<file path="src/rtl/alu_share_pkg.sv">
// Shared types and defaults for the ALU sharing controller.
package alu_share_pkg;

    localparam int unsigned DATA_W_DEF = 4;
    localparam int unsigned OUT_W_DEF  = 8;

    // Only add and subtract are implemented; 2'b10 and 2'b11 are answered with an error flag.
    typedef enum logic [1:0] {
        OP_ADD = 2'b00,
        OP_SUB = 2'b01
    } op_e;

    typedef enum logic [1:0] {
        ST_IDLE = 2'b00,
        ST_EXEC = 2'b01,
        ST_RESP = 2'b10
    } state_e;

    // Any opcode with the upper bit set is unsupported.
    function automatic logic op_is_err(input logic [1:0] op);
        return op[1];
    endfunction

endpackage

</file>
<file path="src/rtl/device.sv">
// Combinational ALU: zero-extended add, two's-complement wrapping subtract.
module device
    import alu_share_pkg::*;
#(
    parameter int unsigned DATA_W = DATA_W_DEF,
    parameter int unsigned OUT_W  = OUT_W_DEF
) (
    input  logic [DATA_W-1:0] in1,
    input  logic [DATA_W-1:0] in2,
    input  logic [1:0]        opcode,
    output logic [OUT_W-1:0]  out
);

    // Operands are widened to the result width before the operation so sub wraps at OUT_W.
    always_comb begin
        out = '0;
        case (opcode)
            OP_ADD:  out = OUT_W'(in1) + OUT_W'(in2);
            OP_SUB:  out = OUT_W'(in1) - OUT_W'(in2);
            default: out = '0;
        endcase
    end

endmodule

</file>
<file path="src/rtl/rr_arbiter.sv">
// Round-robin arbiter: first set request strictly after ptr, wrapping around.
module rr_arbiter #(
    parameter  int unsigned NUM_REQ = 2,
    localparam int unsigned ID_W    = $clog2(NUM_REQ)
) (
    input  logic [NUM_REQ-1:0] req,
    input  logic [ID_W-1:0]    ptr,
    output logic [NUM_REQ-1:0] grant_oh,
    output logic [ID_W-1:0]    grant_idx,
    output logic               grant_valid
);

    // Walk the requesters starting one past the last winner; the first hit wins.
    always_comb begin
        int unsigned          idx;
        logic [NUM_REQ-1:0]   req_sh;
        grant_oh    = '0;
        grant_idx   = '0;
        grant_valid = 1'b0;
        idx         = 0;
        req_sh      = '0;
        for (int unsigned k = 1; k <= NUM_REQ; k++) begin
            idx    = (32'(ptr) + k) % NUM_REQ;
            req_sh = req >> idx;
            if (!grant_valid && req_sh[0]) begin
                grant_valid = 1'b1;
                grant_idx   = ID_W'(idx);
                grant_oh    = NUM_REQ'(1) << idx;
            end
        end
    end

endmodule

</file>
<file path="src/rtl/alu_share_ctrl.sv">
// Time-shares one ALU among NUM_REQ requesters: arbitrate, latch operands, execute, respond.
module alu_share_ctrl
    import alu_share_pkg::*;
#(
    parameter  int unsigned NUM_REQ = 2,
    parameter  int unsigned DATA_W  = DATA_W_DEF,
    parameter  int unsigned OUT_W   = OUT_W_DEF,
    localparam int unsigned ID_W    = $clog2(NUM_REQ)
) (
    input  logic                      clk,
    input  logic                      rst,
    input  logic [NUM_REQ-1:0]        req_valid,
    output logic [NUM_REQ-1:0]        req_ready,
    input  logic [NUM_REQ*DATA_W-1:0] req_in1,
    input  logic [NUM_REQ*DATA_W-1:0] req_in2,
    input  logic [NUM_REQ*2-1:0]      req_opcode,
    output logic                      rsp_valid,
    input  logic                      rsp_ready,
    output logic [OUT_W-1:0]          rsp_data,
    output logic [ID_W-1:0]           rsp_id,
    output logic                      rsp_err,
    output logic                      busy
);

    state_e              state_q, state_d;
    logic [ID_W-1:0]     ptr_q, ptr_d;
    logic [DATA_W-1:0]   in1_q, in1_d;
    logic [DATA_W-1:0]   in2_q, in2_d;
    logic [1:0]          op_q, op_d;
    logic [ID_W-1:0]     id_q, id_d;
    logic [OUT_W-1:0]    rsp_data_q, rsp_data_d;
    logic [ID_W-1:0]     rsp_id_q, rsp_id_d;
    logic                rsp_err_q, rsp_err_d;

    logic [NUM_REQ-1:0]  grant_oh;
    logic [ID_W-1:0]     grant_idx;
    logic                grant_valid;
    logic [OUT_W-1:0]    alu_out;

    logic [DATA_W-1:0]   in1_arr [NUM_REQ];
    logic [DATA_W-1:0]   in2_arr [NUM_REQ];
    logic [1:0]          op_arr  [NUM_REQ];

    // Unpack the flat request buses so the winner's fields can be selected by index.
    for (genvar g = 0; g < NUM_REQ; g++) begin : g_unpack
        assign in1_arr[g] = req_in1[g*DATA_W +: DATA_W];
        assign in2_arr[g] = req_in2[g*DATA_W +: DATA_W];
        assign op_arr[g]  = req_opcode[g*2 +: 2];
    end

    rr_arbiter #(
        .NUM_REQ (NUM_REQ)
    ) u_arb (
        .req         (req_valid),
        .ptr         (ptr_q),
        .grant_oh    (grant_oh),
        .grant_idx   (grant_idx),
        .grant_valid (grant_valid)
    );

    // The only ALU path; fed exclusively from the latched operands.
    device #(
        .DATA_W (DATA_W),
        .OUT_W  (OUT_W)
    ) u_alu (
        .in1    (in1_q),
        .in2    (in2_q),
        .opcode (op_q),
        .out    (alu_out)
    );

    // Next-state and handshake outputs.
    always_comb begin
        state_d    = state_q;
        ptr_d      = ptr_q;
        in1_d      = in1_q;
        in2_d      = in2_q;
        op_d       = op_q;
        id_d       = id_q;
        rsp_data_d = rsp_data_q;
        rsp_id_d   = rsp_id_q;
        rsp_err_d  = rsp_err_q;
        req_ready  = '0;
        rsp_valid  = 1'b0;
        busy       = (state_q != ST_IDLE);
        unique case (state_q)
            ST_IDLE: begin
                if (grant_valid) begin
                    req_ready = grant_oh;
                    in1_d     = in1_arr[grant_idx];
                    in2_d     = in2_arr[grant_idx];
                    op_d      = op_arr[grant_idx];
                    id_d      = grant_idx;
                    ptr_d     = grant_idx;
                    state_d   = ST_EXEC;
                end
            end
            ST_EXEC: begin
                rsp_err_d  = op_is_err(op_q);
                rsp_data_d = op_is_err(op_q) ? '0 : alu_out;
                rsp_id_d   = id_q;
                state_d    = ST_RESP;
            end
            ST_RESP: begin
                rsp_valid = 1'b1;
                if (rsp_ready) begin
                    state_d = ST_IDLE;
                end
            end
            default: begin
                state_d = ST_IDLE;
            end
        endcase
    end

    // State register; reset drops any in-flight op and re-arms requester 0 as first priority.
    always_ff @(posedge clk) begin
        if (rst) begin
            state_q    <= ST_IDLE;
            ptr_q      <= ID_W'(NUM_REQ - 1);
            in1_q      <= '0;
            in2_q      <= '0;
            op_q       <= '0;
            id_q       <= '0;
            rsp_data_q <= '0;
            rsp_id_q   <= '0;
            rsp_err_q  <= 1'b0;
        end else begin
            state_q    <= state_d;
            ptr_q      <= ptr_d;
            in1_q      <= in1_d;
            in2_q      <= in2_d;
            op_q       <= op_d;
            id_q       <= id_d;
            rsp_data_q <= rsp_data_d;
            rsp_id_q   <= rsp_id_d;
            rsp_err_q  <= rsp_err_d;
        end
    end

    assign rsp_data = rsp_data_q;
    assign rsp_id   = rsp_id_q;
    assign rsp_err  = rsp_err_q;

endmodule
</file>
<file path="config.mk">
export PLATFORM = sky130hd
export DESIGN_NAME = alu_share_ctrl
export DESIGN_NICKNAME = d
export VERILOG_FILES = /design/src/rtl/alu_share_pkg.sv /design/src/rtl/device.sv /design/src/rtl/rr_arbiter.sv /design/src/rtl/alu_share_ctrl.sv
export SDC_FILE = /design/constraint.sdc
export NUM_CORES = 1
export LEC_CHECK = 0
export ABC_AREA = 1
export CAP_MARGIN = 20
export CORE_UTILIZATION = 45
export CTS_CLUSTER_DIAMETER = 60
export CTS_CLUSTER_SIZE = 30
export DETAILED_ROUTE_END_ITERATION = 8
export PLACE_DENSITY = 0.75
export SLEW_MARGIN = 40
export SYNTH_ARGS = -nofsm -noshare
export SYNTH_HDL_FRONTEND = slang
export SYNTH_SLANG_ARGS = --single-unit
</file>
<file path="constraint.sdc">
create_clock -name clk -period 1.7 [get_ports clk]
set_input_delay 0.17 -clock clk [delete_from_list [all_inputs] [get_ports clk]]
set_output_delay 0.17 -clock clk [all_outputs]
set_load 0.005 [all_outputs]
</file>
==> flow_summary.ini <==
[run_status]
status = completed

[yosys]
synth_ff_type = dfxtp_1
async_reset_ff_share_pct = 0
syn_inst = 170
ys_seq_elements = 22
yosys_warnings = 0
postSynthAreaPerCell_um2 = 7.294
synth_fp_nets = 205
ys_types = 23
synth_area_leaders = dfxtp_1 (36%), nand2_1 (12%), ha_1 (8.1%), a31oi_1 (5.5%), o21ai_1 (4.8%)
synth_top_area_share_pct = 35.52
synth_top_area_cell = dfxtp_1
netlist_area_um2 = 1240
synth_seq_area_share_pct = 35.52
synth_edf_count = 0

[global_route]
grt_pass1_wl_mm = 4.374
grt_max_degree = 22
track_usage_pct = 19.94
gr-total-overflow = 0
grt_antenna_before_repair = 0
grt_pass1_vias = 1119

[cts]
htreeDepth = 1
numCtsBuffers = 3
cts.path.max_buffers = 2
hold_buffers = 0
clock_tree.root_cell = clkbuf_4
clkTransAtPathRegs_ps = 130
clock_sinks = 22
clock_latency_ps = 310
cts_tree = yes

[cells_and_area]
final_cell_mix = nand2_1 (40), clkdlybuf4s50_1 (36), dfxtp_1 (21)
post-route-util_pct = 65.83
antennaDiodeCount = 0
num-fill-cells = 238
syn2layout_area_growth_pct = 35.12
fin_nets = 242
final_common_cell = nand2_1
final_area_um2 = 1675
drive_gt1_share_pct = 8.738

[detailed_routing]
drtAntennaViolNets = 0
first_iter_violations = 19
finalWirelength_mm = 2.661
post_drt_wl_per_cell_um = 11.28
num_vias = 1207
drt_first_pass_iters = 4
drc = 0
routed_via_density = 5.114

[sta]
setup_ws_ps = 116.9
rsz0062_at_grt = false
fin_crit_sh_pct = 93.12
max_freq_mhz = 631.7
fin_worst_skew_ps = 3.446
period_minus_slack_ps = 1583
tns_ps = 0
setup_viol = 0
worstMarginPinSlew_ps = 430.2
relSlewSlack_pct = 71.25
hold_ws_ps = 416.8
slew_violations = 0
hold_viol_final = 0

[hold_path]
hold_class = in2reg

[run]
maxCapViolCount = 0

[setup_path]
worst_path_most_repeated_cell = a21oi_1
critPathSlowestCell = fa_1
worstSetupPathType = reg2reg
start_kind = flop
cpPeakStageDelay_ps = 400
cp_cell_sequence = ha_1 -> fa_1 -> nand2_1 -> a21oi_1 -> o21ai_0 -> a21oi_1
crit_family = adder cells
endpoint_kind = flop
required_ps = 1910
crit_arrival_ps = 1790
path_buf_inv = 0
cp_max_fo = 3

[pwr]
powerDensity_nw_per_um2 = 889.1
ir_drop_uv = 485.6
p_leak_nw = 0.7721

[placement]
place_area_um2 = 1617
gp_congestion = 0.8596
pre_cts_ws_ps = 63.38
dpl.hpwl_mm = 2.093
port_buffers = 38

[floorplan]
start_util_pct = 48.72
io_pins = 39
core_um2 = 2545
die_width_um = 54.49
rows = 18
die_area_um2 = 2969
die_h_um = 54.49
sequential cells by signal (all words and copies together) (netlist names):
register and count:
id_q 1, state_q 2, rsp_err 1, rsp_data 6, op_q 2, rsp_id 1, in1_q 4, in2_q 4
ptr_q 1
power breakdown:
| part | leakage [nW] | switching (mW) | total [mW] | internal [mW] |
|---|---|---|---|---|
| sequential | 0.182 | 0.0476 | 0.622 | 0.575 |
| combinational | 0.562 | 0.239 | 0.465 | 0.226 |
| clock | 0.0279 | 0.164 | 0.402 | 0.238 |
| total | 0.772 | 0.450 | 1.49 | 1.04 |
cell type report:
class                           instances  area [um^2]  share of cell area (%)
Timing Repair Buffer                   40        400.4                   23.90
Tap cell                               30        37.54                   2.240
Multi-Input combinational cell        117        656.9                   39.21
Clock inverter                          1        30.03                   1.792
Sequential cell                        22        441.7                   26.36
Clock buffer                            3        22.52                   1.344
Inverter                               23        86.33                   5.153
path summary, 6_finish.rpt:
check | start | end | slack, ps | cells past startpoint
max reg2reg | in1_q[0] | rsp_data[4] | 120 | 6
min | req_in1[5] | in1_q[1] | 420 | 3
max | in1_q[0] | rsp_data[4] | 120 | 6
min reg2reg | id_q | id_q | 470 | 2
cell usage after synthesis (all sizes together) (2+ instances only):
master / n
a21oi: 9
nand3: 8
inv: 22
buf: 8
ha: 8
nand2: 42
dfxtp: 22
fa: 2
nor2: 17
a31oi: 11
o21ai: 16
through the flow:
step | total power [mW] | instances
after floorplan | 0.9216 | 170
after global placement | 1.073 | 232
after detailed placement | 1.096 | 232
after CTS | 1.503 | 236
after global routing | 1.585 | 236
final | 1.490 | 236
tightest hold or removal path: stages:
cell and delay, ps:
clkdlybuf4s50_1 390, nand2_1 60, a31oi_1 70
logic make-up (layout without fill, tap and decap cells):
family	after synthesis	after routing	synth area share, %
AO/OA/AOI/OAI	39	39	17.96
buffers and inverters	31	67	11.50
adder cells (fa/ha/maj)	10	10	11.30
AND/OR/NAND/NOR	68	68	23.71
flip-flops	22	22	35.52
timing repair:
action,in CTS,in global routing
gates resized for setup,0,3
buffers inserted,0,0
setup endpoints to repair,0,3
per-layer routing:
metal	wire (um)	track usage (%)
met2	1338	38.21
met3	123	2.778
met5	0	0
met4	19	6.410
met1	1180	22.15
No activity file was read; power rests on OpenSTA's default activity.
